===== src/rtl/gpio_ctrl_bridge_pkg.sv =====
// Shared types and GPIO bit-offset constants for the GPIO-to-HLS control bridge.
package gpio_ctrl_bridge_pkg;

  typedef enum logic [2:0] {
    StIdle,
    StArm,
    StRun,
    StDone,
    StErr
  } ch_state_e;

  localparam int unsigned CMD_START = 0;
  localparam int unsigned CMD_CLEAR = 1;
  localparam int unsigned ST_BUSY   = 0;
  localparam int unsigned ST_DONE   = 1;
  localparam int unsigned ST_ERR    = 2;
  localparam int unsigned ST_IDLE   = 3;
  localparam int unsigned CH_STRIDE = 4;

endpackage


===== src/rtl/gpio_ctrl_channel.sv =====
// One HLS block handshake: edge-detected start/clear commands, ap_start timeout, sticky status.
module gpio_ctrl_channel
  import gpio_ctrl_bridge_pkg::*;
#(
  parameter int unsigned TimeoutW = 16
) (
  input  logic       clk_i,
  input  logic       rst_i,
  input  logic [1:0] cmd_i,
  input  logic       finish_i,
  input  logic       idle_i,
  output logic       start_o,
  output logic       complete_o,
  output logic [3:0] status_o
);

  // Counter value one step before saturation; the next increment is the timeout.
  localparam logic [TimeoutW-1:0] CntLast = ~TimeoutW'(1);

  ch_state_e           state_q;
  logic [1:0]          cmd_prev_q;
  logic [1:0]          cmd_edge_q;
  logic [TimeoutW-1:0] cnt_q;
  logic                start_q;
  logic                complete_q;
  logic [3:0]          status_q;

  always_ff @(posedge clk_i or posedge rst_i) begin
    if (rst_i) begin
      state_q    <= StIdle;
      cmd_prev_q <= '1;
      cmd_edge_q <= '0;
      cnt_q      <= '0;
      start_q    <= 1'b0;
      complete_q <= 1'b0;
      status_q   <= '0;
    end else begin
      cmd_prev_q <= cmd_i;
      cmd_edge_q <= cmd_i & ~cmd_prev_q;
      complete_q <= 1'b0;

      status_q[ST_BUSY] <= (state_q == StArm) || (state_q == StRun);
      status_q[ST_DONE] <= (state_q == StDone);
      status_q[ST_ERR]  <= (state_q == StErr);
      status_q[ST_IDLE] <= idle_i;

      case (state_q)
        StIdle: begin
          if (cmd_edge_q[CMD_START]) begin
            state_q <= StArm;
            start_q <= 1'b1;
            cnt_q   <= '0;
          end
        end
        StArm: begin
          if (!idle_i) begin
            state_q <= StRun;
            start_q <= 1'b0;
          end else if (finish_i) begin
            state_q <= StDone;
            start_q <= 1'b0;
          end else if (cnt_q == CntLast) begin
            state_q <= StErr;
            start_q <= 1'b0;
            cnt_q   <= cnt_q + TimeoutW'(1);
          end else begin
            cnt_q <= cnt_q + TimeoutW'(1);
          end
        end
        StRun: begin
          if (finish_i) state_q <= StDone;
        end
        StDone: begin
          if (cmd_edge_q[CMD_CLEAR]) begin
            state_q    <= StIdle;
            complete_q <= 1'b1;
          end
        end
        StErr: begin
          if (cmd_edge_q[CMD_CLEAR]) state_q <= StIdle;
        end
        default: begin
          state_q <= StIdle;
          start_q <= 1'b0;
        end
      endcase
    end
  end

  assign start_o    = start_q;
  assign complete_o = complete_q;
  assign status_o   = status_q;

endmodule


===== src/rtl/gpio_ctrl_bridge.sv =====
// Maps AXI GPIO bits onto HLS channel FSMs, stretched BRAM reset requests and config bits,
// with all status read back on GPIO_I.
module gpio_ctrl_bridge
  import gpio_ctrl_bridge_pkg::*;
#(
  parameter int unsigned NUM_CH    = 4,
  parameter int unsigned NUM_RST   = 2,
  parameter int unsigned NUM_CFG   = 2,
  parameter int unsigned TIMEOUT_W = 16,
  parameter int unsigned RST_PULSE = 4
) (
  input  logic               clk,
  input  logic               rst,
  input  logic [31:0]        GPIO_O,
  input  logic [31:0]        GPIO_T,
  output logic [31:0]        GPIO_I,
  output logic [NUM_CH-1:0]  start,
  output logic [NUM_CH-1:0]  complete,
  input  logic [NUM_CH-1:0]  finish,
  input  logic [NUM_CH-1:0]  idle,
  output logic [NUM_RST-1:0] rst_req,
  input  logic [NUM_RST-1:0] rst_busy,
  output logic [NUM_CFG-1:0] cfg
);

  localparam int unsigned RstBase = CH_STRIDE * NUM_CH;
  localparam int unsigned CfgBase = CH_STRIDE * (NUM_CH + NUM_RST);
  localparam int unsigned PcntW   = (RST_PULSE > 1) ? $clog2(RST_PULSE) : 1;

  logic [3:0]         ch_status [NUM_CH];
  logic [NUM_RST-1:0] rst_active;
  logic [NUM_CFG-1:0] cfg_q;

  // Tristate controls and reserved command bits carry no meaning here.
  logic unused_gpio;
  assign unused_gpio = ^{GPIO_T, GPIO_O};

  for (genvar i = 0; i < NUM_CH; i++) begin : g_ch
    gpio_ctrl_channel #(
      .TimeoutW(TIMEOUT_W)
    ) u_ch (
      .clk_i      (clk),
      .rst_i      (rst),
      .cmd_i      ({GPIO_O[CH_STRIDE*i+CMD_CLEAR], GPIO_O[CH_STRIDE*i+CMD_START]}),
      .finish_i   (finish[i]),
      .idle_i     (idle[i]),
      .start_o    (start[i]),
      .complete_o (complete[i]),
      .status_o   (ch_status[i])
    );
  end

  for (genvar j = 0; j < NUM_RST; j++) begin : g_rst
    logic             cmd;
    logic             prev_q;
    logic             edge_q;
    logic             active_q;
    logic             req_q;
    logic [PcntW-1:0] pcnt_q;

    assign cmd = GPIO_O[RstBase+CH_STRIDE*j+CMD_START];

    always_ff @(posedge clk or posedge rst) begin
      if (rst) begin
        prev_q   <= 1'b1;
        edge_q   <= 1'b0;
        active_q <= 1'b0;
        req_q    <= 1'b0;
        pcnt_q   <= '0;
      end else begin
        prev_q <= cmd;
        edge_q <= cmd & ~prev_q;
        if (!active_q) begin
          if (edge_q) begin
            active_q <= 1'b1;
            req_q    <= 1'b1;
            pcnt_q   <= '0;
          end
        end else if (req_q) begin
          if (pcnt_q == PcntW'(RST_PULSE - 1)) req_q <= 1'b0;
          else pcnt_q <= pcnt_q + PcntW'(1);
        end else if (!rst_busy[j]) begin
          active_q <= 1'b0;
        end
      end
    end

    assign rst_req[j]    = req_q;
    assign rst_active[j] = active_q;
  end

  always_ff @(posedge clk or posedge rst) begin
    if (rst) cfg_q <= '0;
    else     cfg_q <= GPIO_O[CfgBase +: NUM_CFG];
  end

  assign cfg = cfg_q;

  always_comb begin
    GPIO_I = '1;
    for (int i = 0; i < NUM_CH; i++) begin
      GPIO_I[CH_STRIDE*i +: 4] = ch_status[i];
    end
    for (int j = 0; j < NUM_RST; j++) begin
      GPIO_I[RstBase+CH_STRIDE*j +: 4] = {2'b11, rst_busy[j], rst_active[j]};
    end
    GPIO_I[CfgBase +: NUM_CFG] = cfg_q;
  end

endmodule


===== config.mk =====
export PLATFORM = sky130hd
export DESIGN_NAME = gpio_ctrl_bridge
export DESIGN_NICKNAME = d
export VERILOG_FILES = /design/src/rtl/gpio_ctrl_bridge_pkg.sv /design/src/rtl/gpio_ctrl_channel.sv /design/src/rtl/gpio_ctrl_bridge.sv
export SDC_FILE = /design/constraint.sdc
export NUM_CORES = 1
export LEC_CHECK = 0
export ABC_AREA = 1
export CORE_MARGIN = 1.5
export CORE_UTILIZATION = 48
export DETAILED_ROUTE_END_ITERATION = 7
export GPL_ROUTABILITY_DRIVEN = 1
export PLACE_DENSITY = 0.73
export SYNTH_ARGS = -nofsm -noshare
export SYNTH_HDL_FRONTEND = slang
export SYNTH_SLANG_ARGS = --single-unit

===== constraint.sdc =====
create_clock -name clk -period 4.6 [get_ports clk]
set_input_delay 0.92 -clock clk [delete_from_list [all_inputs] [get_ports clk]]
set_output_delay 0.92 -clock clk [all_outputs]
set_load 0.005 [all_outputs]

==> flow_summary.html <==
<table>
<tr><th>Metric</th><th>Value</th></tr>
<tr><th colspan="2">Logic synthesis</th></tr>
<tr><td>Number of flip-flops and latches in the synthesized netlist</td><td>130</td></tr>
<tr><td>Dominant combinational cell family by area after synthesis</td><td>simple AND/OR/NAND/NOR gates</td></tr>
<tr><td>Number of instances in the synthesized netlist</td><td>885</td></tr>
<tr><td>Area fraction in and, or, nand and nor cells after synthesis</td><td>34.1%</td></tr>
<tr><td>Synthesized-area fraction occupied by adder cells</td><td>1.83%</td></tr>
<tr><td>Proportion of synthesized chip area in sequential cells</td><td>47.7%</td></tr>
<tr><td>Fraction of synthesized cell area in xor and xnor cells</td><td>0.639%</td></tr>
<tr><td>Fraction of the mapped netlist area in compound gates</td><td>6.70%</td></tr>
<tr><td>Syn avg cell area</td><td>7.74 um2</td></tr>
<tr><td>Syn Std Cell Area</td><td>6850 um2</td></tr>
<tr><td>Largest area contributor in the synthesized netlist</td><td>dfrtp_1</td></tr>
<tr><td>Top post-synthesis cells by area</td><td>dfrtp_1, nand2_1, nor2_1, nand3_1, inv_1</td></tr>
<tr><td>Share of the synthesized area in the top cell type</td><td>43.8%</td></tr>
<tr><td>Synthesis warning total</td><td>0</td></tr>
<tr><td>Number of distinct library cell variants in the gate-level netlist after synthesis</td><td>36</td></tr>
<tr><td>Mux share of post-synthesis cell area</td><td>0%</td></tr>
<tr><th colspan="2">Job</th></tr>
<tr><td>Total of max-cap violations</td><td>0</td></tr>
<tr><th colspan="2">Floorplan</th></tr>
<tr><td>Chip width</td><td>122 um</td></tr>
<tr><td>Number of top-level design ports</td><td>120</td></tr>
<tr><td>Placeable core region</td><td>13,900 um2</td></tr>
<tr><td>Total Die Area</td><td>15,000 um2</td></tr>
<tr><td>Row count</td><td>43</td></tr>
<tr><td>Vertical die dimension</td><td>122 um</td></tr>
<tr><td>Initial standard-cell utilization of the core</td><td>49.4%</td></tr>
<tr><th colspan="2">Timing</th></tr>
<tr><td>Endpoints failing setup</td><td>0</td></tr>
<tr><td>Max Fclk</td><td>0.356 GHz</td></tr>
<tr><td>Final worst hold slack</td><td>0.472 ns</td></tr>
<tr><td>Pins over their slew limit</td><td>0</td></tr>
<tr><td>PnR worst setup slack</td><td>1.79 ns</td></tr>
<tr><td>Worst-margin pin slew</td><td>0.852 ns</td></tr>
<tr><td>RSZ-0062 raised after global routing</td><td>false</td></tr>
<tr><td>Crit share post-route</td><td>61.1%</td></tr>
<tr><td>Clock tree skew after final layout</td><td>0.00760 ns</td></tr>
<tr><td>Worst rel slew slack</td><td>43.2%</td></tr>
<tr><td>Setup tns final</td><td>0 ns</td></tr>
<tr><td>Hold Vio Cnt, Final</td><td>0</td></tr>
<tr><td>Final critical path time including I/O delays and setup</td><td>2.81 ns</td></tr>
<tr><th colspan="2">Placed design</th></tr>
<tr><td>Placement-stage cell area</td><td>7420 um2</td></tr>
<tr><td>Worst setup slack after placement</td><td>1.62 ns</td></tr>
<tr><td>Cell Count Post-Placement</td><td>1,096</td></tr>
<tr><td># port buffers</td><td>57</td></tr>
<tr><td>Placer Congestion</td><td>0.873</td></tr>
<tr><td>Placed wire-length estimate after detailed placement</td><td>9250 um</td></tr>
<tr><th colspan="2">Pwr</th></tr>
<tr><td>Leakage power</td><td>3.83 nW</td></tr>
<tr><td>Worst vdd ir</td><td>254 uV</td></tr>
<tr><td>Power density over cell area</td><td>559 nW/um2</td></tr>
<tr><td>Pwr Total</td><td>4.49 mW</td></tr>
<tr><th colspan="2">Route</th></tr>
<tr><td>Detailed-route DRC error count</td><td>0</td></tr>
<tr><td>Drt initial violations</td><td>368</td></tr>
<tr><td>Met2 Routed Length</td><td>6110 um</td></tr>
<tr><td>Sum of met3 wire segment lengths after detailed routing</td><td>513 um</td></tr>
<tr><td>Wl on met1</td><td>6610 um</td></tr>
<tr><td>First-pass detailed-route iteration total</td><td>5</td></tr>
<tr><td>Avg WL per Cell</td><td>11.9 um</td></tr>
<tr><td>Vias per cell</td><td>5.12</td></tr>
<tr><td>Post-route antenna net violation count</td><td>0</td></tr>
<tr><td>Max layer used</td><td>met4</td></tr>
<tr><td>Post-detailed-routing wire length</td><td>13,500 um</td></tr>
<tr><td>Total via count after detailed routing</td><td>5,778</td></tr>
<tr><th colspan="2">Global route</th></tr>
<tr><td>Total global routing track utilization</td><td>19.1%</td></tr>
<tr><td>Vias in the first global route</td><td>5,153</td></tr>
<tr><td>Number of antenna violations at the first check in global routing</td><td>0</td></tr>
<tr><td>First-pass GRT wire length</td><td>23,100 um</td></tr>
<tr><td>Global route overflow</td><td>0</td></tr>
<tr><td>Pin count of the biggest net entering global routing</td><td>100</td></tr>
<tr><th colspan="2">Critical path</th></tr>
<tr><td>CP top delay family</td><td>buffers and inverters</td></tr>
<tr><td>RR Endpoint</td><td>g_ch[1].u_ch.cnt_q[4]</td></tr>
<tr><td>Crit path DAT</td><td>1.89 ns</td></tr>
<tr><td>Crit path cell chain</td><td>clkdlybuf4s50_1, clkdlybuf4s50_1</td></tr>
<tr><td>Internal reg-to-reg setup slack</td><td>2.42 ns</td></tr>
<tr><td>Crit Reg-Reg Startpoint</td><td>g_ch[1].u_ch.state_q[0]</td></tr>
<tr><td>Buf/Inv on CP</td><td>2</td></tr>
<tr><td>Dominant cell type by count on the critical path</td><td>clkdlybuf4s50_1</td></tr>
<tr><td>Maximum fanout along the worst path</td><td>2</td></tr>
<tr><td>Stage delay of the slowest cell on the critical path</td><td>0.50 ns</td></tr>
<tr><td>Worst reg2reg path depth</td><td>7</td></tr>
<tr><td>Capturing element type of the critical path</td><td>primary output</td></tr>
<tr><td>Setup crit start kind</td><td>primary input</td></tr>
<tr><td>Worst endpoint required time</td><td>3.68 ns</td></tr>
<tr><td>CP Depth</td><td>2</td></tr>
<tr><td>Critical-path cell with the highest stage delay</td><td>clkdlybuf4s50_1</td></tr>
<tr><td>Critical setup path kind</td><td>in -&gt; out</td></tr>
<tr><th colspan="2">CTS</th></tr>
<tr><td>Post-CTS Repair Setup Buffers</td><td>0</td></tr>
<tr><td>Hold_buf cts</td><td>0</td></tr>
<tr><td>Maximum buffer depth of the clock tree</td><td>2</td></tr>
<tr><td>Clock buffer count from CTS</td><td>17</td></tr>
<tr><td>Clock root cell</td><td>clkbuf_16</td></tr>
<tr><td>CTS clock-pin slew for the worst setup and hold paths</td><td>0.06 ns</td></tr>
<tr><td>H-tree Lvls</td><td>4</td></tr>
<tr><td>Worst-Skew Late Latency</td><td>0.41 ns</td></tr>
<tr><td># clock sinks</td><td>130</td></tr>
<tr><td>Clock tree from TritonCTS</td><td>done</td></tr>
<tr><td>Post-CTS sizing</td><td>0</td></tr>
<tr><th colspan="2">Layout</th></tr>
<tr><td>Layout cells sized above 1</td><td>6.96%</td></tr>
<tr><td>Util after Layout</td><td>57.9%</td></tr>
<tr><td>Post-layout instance area</td><td>8030 um2</td></tr>
<tr><td>Layout area overhead</td><td>17.2%</td></tr>
<tr><td>Antenna diode count</td><td>0</td></tr>
<tr><td>Net count reported at finish</td><td>1,021</td></tr>
<tr><td>Non-filler instance count after layout</td><td>1,128</td></tr>
<tr><th colspan="2">Min path</th></tr>
<tr><td>End point of the most critical hold path</td><td>g_ch[1].u_ch.cmd_edge_q[1]</td></tr>
<tr><td>Origin of the worst min-delay path</td><td>g_ch[1].u_ch.cmd_prev_q[1]</td></tr>
<tr><td>Number of cells on the worst hold path</td><td>1</td></tr>
<tr><td>Worst min path class</td><td>reg -&gt; reg</td></tr>
<tr><th colspan="2">Status</th></tr>
<tr><td>Outcome</td><td>finished clean</td></tr>
</table>
-- metal layers --
| metal | vias to the layer above | track usage (%) |
|---|---|---|
| li1 | 2955 | - |
| met1 | 2691 | 25.6 |
| met2 | 113 | 30.2 |
| met3 | 19 | 3.90 |
| met4 | 0 | 8.14 |
| met5 | - | 0 |
-- logic make-up after synthesis --
kind of cell | Yosys count
xor+xnor | 5
fa+ha+maj | 10
simple gates | 532
buf+inv | 124
other cells | 1
compound gates | 83
flops | 130
-- sequential cells by signal (all words and copies together), names as in the netlist --
signal                count
g_ch.u_ch.cmd_prev_q      8
g_ch.u_ch.cnt_q          64
g_ch.u_ch.state_q        12
g_ch.u_ch.complete_o      4
g_ch.u_ch.status_o       16
g_rst.edge_q              2
g_rst.pcnt_q              4
g_ch.u_ch.start_o         4
g_rst.prev_q              2
g_rst.active_q            2
g_rst.req_q               2
g_ch.u_ch.cmd_edge_q      8
cfg                       2
-- cell type report --
class | instances | area [um2]
fill | 1262 | 5850
multi-input combinational | 640 | 3000
clock inverter | 9 | 129
clock buffer | 23 | 488
tap | 180 | 225
inverter | 86 | 328
timing repair buffer | 60 | 593
sequential | 130 | 3270
-- cells in the mapped netlist --
cell      count
o22ai_1       3
inv_2         3
buf_2         3
nor2_2        5
nand3_1      83
nor2_4        3
xor2_1        5
a21oi_1      34
dfrtp_1     120
and3_1        2
inv_1        82
nor2b_2       2
nor3_1        4
o21ai_1       6
or2_2         2
buf_6         4
o21ai_0      25
dfstp_2      10
o21a_1        4
o21ai_2       2
nand3b_1      1
nand3b_4      2
o21bai_1      5
nand2_2       1
nand3b_2      1
nand4_1      46
clkinv_1      1
nand2_1     244
nand3_2       1
o211ai_1      4
ha_1         10
nor2b_1       1
conb_1        1
nor2_1      131
and2_1        3
buf_4        31
-- how the worst max path moves through the flow --
stage	to	from	slack, ns
after detailed placement	g_ch[1].u_ch.cnt_q[4]	idle[1]	1.62
after global routing	GPIO_I[17]	rst_busy[0]	1.75
after CTS	GPIO_I[17]	rst_busy[0]	1.79
after global placement	g_ch[1].u_ch.cnt_q[15]	idle[1]	1.67
final	GPIO_I[17]	rst_busy[0]	1.79
after floorplan	cfg[0]	rst	0.23
-- cells in the final DEF (no fill, tap or decap), types with 4 or more instances in the layout --
cell,synthesis,final
nand3_1,83,83
nor3_1,4,4
o21bai_1,5,5
inv_1,82,81
o21ai_0,25,25
nand4_1,46,46
clkbuf_8,0,4
ha_1,10,10
o211ai_1,4,4
o21ai_1,6,6
conb_1,1,10
clkbuf_16,0,17
clkdlybuf4s50_1,0,57
nand2_1,244,244
dfrtp_1,120,120
nor2_2,5,5
o21a_1,4,4
nor2_1,131,131
dfstp_2,10,10
xor2_1,5,5
a21oi_1,34,34
-- where the power goes --
group	internal (mW)	leakage (nW)	total [mW]	switching (mW)
Combinational	0.551	1.83	1.56	1.01
Clock	0.908	0.299	1.39	0.485
Sequential	1.35	1.70	1.54	0.189
(Power assumes the default switching activity.)
